==> config.mk <==
export PLATFORM = sky130hd
export DESIGN_NAME = instruction_fetcher
export DESIGN_NICKNAME = d
export VERILOG_FILES = /design/src/rtl/instruction_fetcher.sv
export SDC_FILE = /design/constraint.sdc
export NUM_CORES = 1
export LEC_CHECK = 0
export ABC_AREA = 1
export BUFFER_PORTS_ARGS = -buffer_cell sky130_fd_sc_hd__clkbuf_2
export CAP_MARGIN = 10
export CORE_MARGIN = 4
export CORE_UTILIZATION = 58
export DETAILED_ROUTE_END_ITERATION = 6
export GPL_TIMING_DRIVEN = 0
export PLACE_DENSITY = 0.81
export SYNTH_ARGS = -nofsm -noshare
export SYNTH_HDL_FRONTEND = slang
export SYNTH_SLANG_ARGS = --single-unit
==> constraint.sdc <==
create_clock -name clk_in -period 2.9 [get_ports clk_in]
set_input_delay 0.58 -clock clk_in [delete_from_list [all_inputs] [get_ports clk_in]]
set_output_delay 0.58 -clock clk_in [all_outputs]
set_load 0.05 [all_outputs]
==> src/rtl/instruction_fetcher.sv <==
// Owns the PC and fetches 32-bit instructions one byte at a time, assembling them little-endian.
// Latency: 9 cycles per instruction best case; stalls in PUSH while isq_full, freezes on !rdy_in.
// Backpressure: one outstanding byte request; redirect drops stale data via DRAIN.
module instruction_fetcher #(
  parameter logic [31:0] RESET_PC = 32'h0000_0000
) (
  input  logic        clk_in,
  input  logic        rst_in,
  input  logic        rdy_in,
  input  logic        redirect_valid,
  input  logic [31:0] redirect_pc,
  output logic        mem_req_valid,
  output logic [31:0] mem_req_addr,
  input  logic        mem_req_ready,
  input  logic        mem_resp_valid,
  input  logic [7:0]  mem_resp_byte,
  input  logic        isq_full,
  output logic        instruction_ready,
  output logic [31:0] instruction_out,
  output logic [31:0] pc_out
);

  typedef enum logic [1:0] {REQ, WAIT, PUSH, DRAIN} state_t;

  state_t      state;
  logic [31:0] pc;
  logic [31:0] buffer;
  logic [1:0]  byte_cnt;
  logic        req_accept;
  logic        redirect_drain;

  assign req_accept = mem_req_valid && mem_req_ready;

  // A redirect must drain if a request is (or is about to be) outstanding with no response yet.
  assign redirect_drain = ((state == WAIT)  && !mem_resp_valid) ||
                          ((state == REQ)   && req_accept)      ||
                          ((state == DRAIN) && !mem_resp_valid);

  always_ff @(posedge clk_in) begin
    if (!rst_in) begin
      state             <= REQ;
      pc                <= RESET_PC;
      buffer            <= 32'h0;
      byte_cnt          <= 2'd0;
      mem_req_valid     <= 1'b0;
      mem_req_addr      <= 32'h0;
      instruction_ready <= 1'b0;
      instruction_out   <= 32'h0;
      pc_out            <= 32'h0;
    end else if (!rdy_in) begin
      instruction_ready <= 1'b0;
    end else begin
      instruction_ready <= 1'b0;
      if (redirect_valid) begin
        pc       <= redirect_pc;
        byte_cnt <= 2'd0;
        if (redirect_drain) begin
          state         <= DRAIN;
          mem_req_valid <= 1'b0;
        end else begin
          state         <= REQ;
          mem_req_valid <= 1'b1;
          mem_req_addr  <= redirect_pc;
        end
      end else begin
        case (state)
          REQ: begin
            if (req_accept) begin
              state         <= WAIT;
              mem_req_valid <= 1'b0;
            end else begin
              mem_req_valid <= 1'b1;
              mem_req_addr  <= pc + {30'b0, byte_cnt};
            end
          end
          WAIT: begin
            if (mem_resp_valid) begin
              buffer[{byte_cnt, 3'b000} +: 8] <= mem_resp_byte;
              if (byte_cnt == 2'd3) begin
                byte_cnt <= 2'd0;
                state    <= PUSH;
              end else begin
                byte_cnt      <= byte_cnt + 2'd1;
                state         <= REQ;
                mem_req_valid <= 1'b1;
                mem_req_addr  <= pc + {30'b0, byte_cnt} + 32'd1;
              end
            end
          end
          PUSH: begin
            if (!isq_full) begin
              instruction_ready <= 1'b1;
              instruction_out   <= buffer;
              pc_out            <= pc;
              pc                <= pc + 32'd4;
              state             <= REQ;
              mem_req_valid     <= 1'b1;
              mem_req_addr      <= pc + 32'd4;
            end
          end
          DRAIN: begin
            if (mem_resp_valid) begin
              state         <= REQ;
              mem_req_valid <= 1'b1;
              mem_req_addr  <= pc;
            end
          end
          default: state <= REQ;
        endcase
      end
    end
  end

endmodule

Word level (Yosys, flattened, before mapping)
Index checks and enable logic that the tools add are counted.
W data, S select, Z words.
{"block": "op_classes", "n_addsub": 5, "eq_ne": 12, "shifts": 2, "muxes": 32, "bitwise_logic": 5, "n_reduce_logical": 19}
{"cell": "$mux W32", "count": 9}
{"cell": "$pmux W32 S4", "count": 1}
{"cell": "$add A32 B1 Y32 const B", "count": 1}
{"cell": "$add A32 B2 Y32", "count": 1}
{"cell": "$add A32 B3 Y32 const B", "count": 1}
{"cell": "$bwmux W32", "count": 1}
{"cell": "$shift A8 B7 Y32 const A", "count": 1}
{"cell": "$shiftx A8 B7 Y32", "count": 1}
{"cell": "$mux W2", "count": 11}
{"cell": "$ne A3 B3 Y1 const B", "count": 6}
{"cell": "$reduce_and A5 Y1", "count": 2}
{"cell": "$mux W1", "count": 8}
{"cell": "$pmux W2 S4", "count": 1}
{"cell": "$reduce_and A4 Y1", "count": 2}
{"cell": "$neg A5 Y7", "count": 1}
{"cell": "$reduce_and A7 Y1", "count": 1}
{"cell": "$eq A2 B2 Y1 const B", "count": 3}
{"cell": "$reduce_and A3 Y1", "count": 2}
{"cell": "$reduce_bool A2 Y1", "count": 3}
{"cell": "$not A1 Y1", "count": 5}
{"cell": "$logic_and A1 B1 Y1", "count": 4}
{"cell": "$ne A2 B2 Y1 const B", "count": 2}
{"cell": "$pmux W1 S4", "count": 1}
{"cell": "$reduce_or A4 Y1", "count": 1}
{"cell": "5 further kinds", "count": 6}
{"block": "totals", "ff_bits": 166, "inputBits": 47, "out_inout_bits": 98, "wordCells": 84}

Depth between registers and ports, before layout
Gate-level depths: netlist (run 1).
{"block": "logic_depth", "depth_word": 6, "mapped_depth": 20, "ltp_nobuf": 20}

Worst setup path before layout (run 1)
No wires, ideal clock.
{"block": "synth_path", "path_type": "register to register", "startpoint": "register byte_cnt[0]", "endpoint": "register mem_req_addr[24]", "setup_time_ns": 0.067, "arrival_time_ns": 2.527, "required_time_ns": 2.833, "slack_ns": 0.306, "path_stages_with_launch": 18, "synth_period_minus_slack_ns": 2.594, "path_cell_list": "dfxtp_1 ha_1 fa_1 nand2_1 inv_1 nand2_1 nand2_1 nand2_1 nand3_1 nor3_2 nand2_1 nor2_4 nand2_1 o21ai_1 nand3_1 nand2_1 nand2_1 a21oi_2"}
{"block": "synth_via", "elab_chain_cells": 6, "elab_cells_between_ends": 10}
{"element": "start, declared", "line_no": "28", "rtl": "logic [1:0] byte_cnt;"}
{"element": "start signal, assigned", "line_no": "83", "rtl": "byte_cnt <= byte_cnt + 2'd1;"}
{"element": "$add A32 B2 Y32", "line_no": "73, 86"}
{"element": "$add A32 B1 Y32", "line_no": "86", "rtl": "mem_req_addr <= pc + {30'b0, byte_cnt} + 32'd1;"}
{"element": "$mux W32", "line_no": "79", "rtl": "if (byte_cnt == 2'd3) begin"}
{"element": "$mux W32", "line_no": "77", "rtl": "if (mem_resp_valid) begin"}
{"element": "$pmux W32 S4", "line_no": "66", "rtl": "case (state)"}
{"element": "$mux W32", "line_no": "54", "rtl": "if (redirect_valid) begin"}
{"element": "end signal, assigned", "line_no": "63", "rtl": "mem_req_addr <= redirect_pc;"}
{"element": "end signal, assigned", "line_no": "73", "rtl": "mem_req_addr <= pc + {30'b0, byte_cnt};"}
{"element": "end signal, assigned", "line_no": "86"}
{"element": "end, declared", "line_no": "13", "rtl": "output logic [31:0] mem_req_addr,"}
Parallel ways exist; a longest one is shown, timed or not. The select of a mux whose other input is x is not followed.
A chain may end at the register's enable or synchronous reset.

Worst setup path after layout (run 1)
{"block": "layout_path", "startpoint": "register byte_cnt[0]", "endpoint": "register mem_req_addr[20]"}
Same word-level chain as after synthesis.

==> impl_metrics.env, run 1 <==
export IMPL_path_cells="ha_4 > fa_2 > ha_1 > inv_1 > nor2_4 > nand2_2 > nor3_4 > buf_6 > nand2_2 > nor2_4 > buf_6 > buf_4 > nand4_1 > nand3_1 > nand3_1 > nand2_1 > a21oi_1"
export IMPL_diodes=0
export IMPL_grt_usage_pct=42.9
export IMPL_synth_flop_cell="dfxtp_1"
export IMPL_die_area_um2=18500
export IMPL_gp_congestion=1.08
export IMPL_synth_mux_area_share_pct=0
export IMPL_fin_crit_sh_pct=99.2
export IMPL_min_period_ns=2.88
export IMPL_end_kind="flip-flop"
export IMPL_finalSetupViolCount=0
export IMPL_crit_fanout=5
export IMPL_antenna_left=0
export IMPL_tightest_slew_ns=0.914
export IMPL_min_delay_path_class="input pin to flip-flop"
export IMPL_synthDistinctLibCells=40
export IMPL_grt_max_degree=19
export IMPL_max_slew_margin_pct=39.1
export IMPL_max_freq_mhz=348
export IMPL_p_leak_uw=0.00497
export IMPL_cts_sinks=166
export IMPL_crit_slowest_cell="fa_2"
export IMPL_final_net_count=1727
export IMPL_ys_warn_count=0
export IMPL_drt_pass1_iter_count=7
export IMPL_synth_top_family_by_area="simple AND/OR/NAND/NOR gates"
export IMPL_final_common_cell="nand2_1"
export IMPL_worst_clock_skew_ns=0.0137
export IMPL_synth_edff_count=0
export IMPL_cts_root_buf="clkbuf_16"
export IMPL_netlist_instances=1492
export IMPL_critPathArrivalTime_ns=3.22
export IMPL_path_clk_slew_ns=0.08
export IMPL_avgSynthCellArea_um2=6.38
export IMPL_hold_viol=0
export IMPL_fin_cells=1898
export IMPL_maxCapViolCount=0
export IMPL_fin_ws_ns=0.0233
export IMPL_required_ns=3.24
export IMPL_area_growth_syn_to_layout_pct=22.3
export IMPL_placed_cells=1850
export IMPL_cts_tree="done"
export IMPL_io_pins=145
export IMPL_power_density_nw_per_um2=526
export IMPL_cp_start_kind="flip-flop"
export IMPL_synth_async_sr_flop_share_pct=0
export IMPL_clockBufferDepth=2
export IMPL_synth_top_cell_area_share_pct=34.9
export IMPL_die_h_um=136
export IMPL_crit_type="flip-flop to flip-flop"
export IMPL_dr_total_vias=11800
export IMPL_synthAdderAreaFrac_pct=1.52
export IMPL_start_util_pct=59.5
export IMPL_drive_above_1_share_pct=18.8
export IMPL_remaining_drc_errors=9
export IMPL_irDropWorstVdd_uv=456
export IMPL_clk_latency_ns=0.46
export IMPL_grt_pass1_wl_um=60500
export IMPL_hold_buffers=0
export IMPL_critPathMaxStageDelay_ns=0.56
export IMPL_ctsHtreeMaxLevel=4
export IMPL_synth_fp_nets=1550
export IMPL_violations="DRC"
export IMPL_overflow=0
export IMPL_numCtsBuffers=17
export IMPL_grt_pass1_vias=11100
export IMPL_drtIter0Drc=1766
export IMPL_syn_area_um2=9520
export IMPL_grt_setup_unrepaired="true"
export IMPL_rows=46
export IMPL_synthXorXnorAreaFrac_pct=2.58
export IMPL_post_drt_wl_per_cell_um=21.5
export IMPL_synthSimpleGateAreaFrac_pct=31.9
export IMPL_die_w_um=136
export IMPL_avgViaCountPerCell=6.22
export IMPL_layout_common_cells="346 x nand2_1, 167 x nor2_1, 161 x dfxtp_1"
export IMPL_synth_area_leaders="dfxtp_1 35%, nand2_1 14%, o21ai_0 8.0%"
export IMPL_synth_compound_area_share_pct=21.3
export IMPL_ys_seq_area_share_pct=34.9
export IMPL_ys_ff_latch=166
export IMPL_coreArea_um2=16000
export IMPL_status="finished, violations left"
export IMPL_slew_violations=0
export IMPL_antenna_found_initial=1
export IMPL_dp_slack_ns=-0.678
export IMPL_post_synth_top_area_cell="dfxtp_1"
export IMPL_portBuffers=142
export IMPL_dpl_hpwl_um=30000
export IMPL_wl_um=40700
## state kept, by name, indices dropped and copies added, names as in the netlist, 2 cells and up
register,count
mem_req_addr,32
pc,32
buffer,32
instruction_out,32
byte_cnt,2
state,2
pc_out,32
## repair_timing
| item | in CTS | in global routing |
|---|---|---|
| pin swaps | 4 | 25 |
| setup endpoints to repair | 95 | 57 |
| resized for setup | 37 | 96 |
| setup buffers | 7 | 10 |
## path summary, 6_finish.rpt
path / startpoint / end / slack [ns] / cells past startpoint
hold reg to reg: buffer[2]$_SDFFE_PN0P_ / buffer[2]$_SDFFE_PN0P_ / 0.47 / 2
hold / removal: redirect_pc[4] / pc[4]$_SDFFE_PN0P_ / 0.39 / 3
setup / recovery: byte_cnt[0]$_SDFFE_PN0P_ / mem_req_addr[20]$_SDFFE_PN0P_ / 0.02 / 17
setup reg to reg: byte_cnt[0]$_SDFFE_PN0P_ / mem_req_addr[20]$_SDFFE_PN0P_ / 0.02 / 17
## worst max-delay path, delay by kind of cell, from the launching register on
kind,cells,cell delay (ns)
compound gates,1,0.07
fa+ha+maj,3,0.93
buf+inv,4,0.43
flops,1,0.37
simple gates,9,0.98
## layout make-up
| cell class | count | area (um2) |
|---|---|---|
| clock buffers | 18 | 429 |
| well taps | 216 | 270 |
| clock inverters | 14 | 153 |
| plain buffers | 72 | 294 |
| inverters | 120 | 455 |
| fillers | 1359 | 4360 |
| flip-flops and latches | 166 | 3330 |
| multi-input cells | 1133 | 5860 |
| repair buffers | 159 | 853 |
## metal layers
layer | GRT usage (%) | part of all wire (%)
met2 | 67.1 | 44
met5 | 0 | 0.032
met4 | 27.0 | 7.1
met1 | 52.0 | 37
met3 | 12.1 | 12
## synth_stat cells (all sizes together) (3+ instances only)
library cell / count
nand2: 372
nand3: 114
nand4: 13
buf: 6
ha: 10
nor2: 209
a221oi: 22
o21ai: 158
a21oi: 135
a31oi: 24
o221ai: 3
clkbuf: 67
xor2: 28
inv: 113
or2: 4
dfxtp: 166
clkinv: 7
nor3: 14
o211ai: 12
## stage by stage
step / util [%] / power, uW / cell area [um2] / TNS [ns] / hold WS (ns)
after global routing: 72.8 / 6270 / 11600 / -0.421 / 0.422
after detailed placement: 65.6 / 3750 / 10500 / -21.99 / 0.457
after CTS: 70.3 / 5990 / 11200 / -0.0351 / 0.405
final: 72.8 / 6120 / 11600 / 0 / 0.394
after global placement: 65.6 / 3730 / 10500 / -14.89 / 0.455
after floorplan: - / 3350 / 9520 / 0 / 0.446
## power breakdown
group          switching, uW  total, uW  internal [uW]
registers               96.3       2490           2390
logic                   1010       1330            319
clock network           1150       2310           1150
total                   2260       6120           3870
## cells by family (layout without fill, tap and decap cells)
| kind of cell | count (synthesis) | in the layout |
|---|---|---|
| AND/OR/NAND/NOR | 728 | 728 |
| AO/OA/AOI/OAI | 366 | 366 |
| buffers and inverters | 193 | 383 |
| flip-flops | 166 | 166 |
| XOR/XNOR | 28 | 28 |
| adder cells (fa/ha/maj) | 11 | 11 |
Power figures use the tool's default switching activity.
==> run 2: changes to the inputs <==
--- a/config.mk
+++ b/config.mk
@@ -8,11 +8,13 @@
 export ABC_AREA = 1
 export BUFFER_PORTS_ARGS = -buffer_cell sky130_fd_sc_hd__clkbuf_2
 export CAP_MARGIN = 10
+export CELL_PAD_IN_SITES_DETAIL_PLACEMENT = 1
+export CELL_PAD_IN_SITES_GLOBAL_PLACEMENT = 1
 export CORE_MARGIN = 4
-export CORE_UTILIZATION = 58
+export CORE_UTILIZATION = 40
 export DETAILED_ROUTE_END_ITERATION = 6
 export GPL_TIMING_DRIVEN = 0
-export PLACE_DENSITY = 0.81
+export PLACE_DENSITY = 0.8
 export SYNTH_ARGS = -nofsm -noshare
 export SYNTH_HDL_FRONTEND = slang
 export SYNTH_SLANG_ARGS = --single-unit
==> impl_metrics.env, run 2 (same netlist as run 1, synthesis figures left out) <==
export IMPL_min_period_ns=2.83
export IMPL_p_clk_share_pct=38.4
export IMPL_dr_total_vias=11400
export IMPL_reg2reg_slack_ns=0.07
export IMPL_ctsHtreeMaxLevel=4
export IMPL_fin_crit_sh_pct=97.4
export IMPL_grt_usage_pct=33.9
export IMPL_critPathArrivalTime_ns=3.21
export IMPL_cts_sinks=166
export IMPL_crit_fanout=5
export IMPL_drive_above_1_share_pct=19.3
export IMPL_layout_common_cells="347 x nand2_1, 160 x nor2_1, 156 x dfxtp_1"
export IMPL_grt_setup_unrepaired="true"
export IMPL_clockBufferDepth=2
export IMPL_critPathMaxStageDelay_ns=0.58
export IMPL_cts_root_buf="clkbuf_16"
export IMPL_drt_pass1_iter_count=6
export IMPL_post_drt_wl_per_cell_um=22.7
export IMPL_critPathTopFamily="simple AND/OR/NAND/NOR gates"
export IMPL_path_common_cell="nand2_1"
export IMPL_grt_pass1_vias=11700
export IMPL_area_growth_syn_to_layout_pct=23.2
export IMPL_gp_congestion=0.993
export IMPL_overflow=0
export IMPL_io_pins=145
export IMPL_drtIter0Drc=975
export IMPL_worst_hold_slack_ns=0.396
export IMPL_crit_slowest_cell="fa_2"
export IMPL_power_density_nw_per_um2=531
export IMPL_avgViaCountPerCell=5.69
export IMPL_coreArea_um2=23500
export IMPL_numCtsBuffers=17
export IMPL_path_cells="ha_4 > fa_2 > ha_4 > inv_1 > nor2_4 > nand2_4 > nor2_1 > nand2_1 > nor2_2 > nand3_1 > nand2_1 > nand3_1 > nand2_1 > nand2_1 > a21oi_1"
export IMPL_clk_latency_ns=0.46
export IMPL_max_freq_mhz=354
export IMPL_fin_setup_tns_ns=0
export IMPL_p_sw_share_pct=37.9
export IMPL_antenna_left=0
export IMPL_placed_cell_area_um2=10600
export IMPL_min_delay_path_class="input pin to flip-flop"
export IMPL_path_clk_slew_ns=0.08
export IMPL_antenna_found_initial=0
export IMPL_status="complete, no violations"
export IMPL_cp_start_kind="flip-flop"
export IMPL_end_kind="flip-flop"
export IMPL_slew_violations=0
export IMPL_rows=56
export IMPL_reg2reg_from="byte_cnt[0]$_SDFFE_PN0P_"
export IMPL_p_sw_uw=2360
export IMPL_crit_type="flip-flop to flip-flop"
export IMPL_die_area_um2=26300
export IMPL_finish_instance_area_um2=11700
export IMPL_max_slew_margin_pct=33.7
export IMPL_final_common_cell="nand2_1"
export IMPL_worst_clock_skew_ns=0.0146
export IMPL_finalSetupViolCount=0
export IMPL_power_total_uw=6230
export IMPL_diodes=0
export IMPL_hold_viol=0
export IMPL_maxCapViolCount=0
export IMPL_hold_buffers=0
export IMPL_p_leak_uw=0.00496
export IMPL_required_ns=3.28
export IMPL_wl_um=45400
export IMPL_die_w_um=162
export IMPL_worstPathBufferInverterCount=1
export IMPL_crit_start="byte_cnt[0]$_SDFFE_PN0P_"
export IMPL_min_from="redirect_pc[4]"
export IMPL_combPwrFrac_pct=21.7
export IMPL_portBuffers=142
export IMPL_start_util_pct=40.5
export IMPL_remaining_drc_errors=0
export IMPL_grt_pass1_wl_um=68300
export IMPL_irDropWorstVdd_uv=337
export IMPL_intPower_uw=3870
export IMPL_dpl_hpwl_um=34600
export IMPL_cts_tree="done"
export IMPL_tightest_slew_ns=0.994
export IMPL_final_net_count=1725
export IMPL_die_h_um=162
export IMPL_p_seq_share_pct=39.9
export IMPL_grt_max_degree=19
run 2: cell count changes in the layout (fill, tap and decap cells not counted), sizes merged:
cell	delta
clkinv	+4
buf	-3
inv	-3
clkbuf	+1
clkinvlp	-1
run 2: final timing paths:
kind	depth (start not counted)	to
setup reg to reg	15	mem_req_addr[30]$_SDFFE_PN0P_
hold / removal	3	pc[4]$_SDFFE_PN0P_
hold reg to reg	2	buffer[25]$_SDFFE_PN0P_
setup / recovery	15	mem_req_addr[30]$_SDFFE_PN0P_
run 2: power groups by stage:
stage,sequential (uW),clock [uW],combinational (uW)
detailed placement,2530,0,1280
global placement,2530,0,1250
finish,2490,2390,1350
global route,2500,2510,1440
CTS,2480,2400,1300
floorplan,2760,0,588
run 2: metal layers:
| layer | track usage [%] | wire length [um] | vias up |
|---|---|---|---|
| met1 | 42.0 | 19000 | 5464 |
| met2 | 57.3 | 21300 | 458 |
| met4 | 16.1 | 2230 | 0 |
| met3 | 5.89 | 2880 | 120 |
| met5 | 0 | 0 | - |
| li1 | - | - | 5331 |
run 2: area by class of cell:
type / instances / area (um2)
fill: 3196 / 11700
multi-input combinational: 1133 / 5830
timing repair buffer: 156 / 816
clock buffer: 18 / 429
clock inverter: 14 / 153
inverter: 120 / 455
tap: 319 / 399
sequential: 166 / 3340
buffer: 73 / 299
run 2: what timing repair did:
item / 4_1_cts / 5_1_grt
cloned: 0 / 0
endpoints found under the hold margin: 0 / 0
pin swaps: 11 / 15
setup endpoints to repair: 101 / 38
setup buffers: 5 / 9
resized for setup: 49 / 81
run 2: worst register-to-register path: cells and delay by family, from the launching register on:
family	cells	cell delay, ns
simple gates	10	1.27
fa+ha+maj	3	0.91
flops	1	0.38
compound gates	1	0.13
buf+inv	1	0.06
run 2: stage by stage:
step	util, %	worst slack (ns)	std cells
2_1_floorplan	-	0.306	1492
3_3_place_gp	45.3	-0.619	1953
3_5_place_dp	45.3	-0.632	1953
4_1_cts	48.5	-0.00265	1990
5_1_grt	49.9	-0.0378	1999
6_report	49.9	0.0747	1999
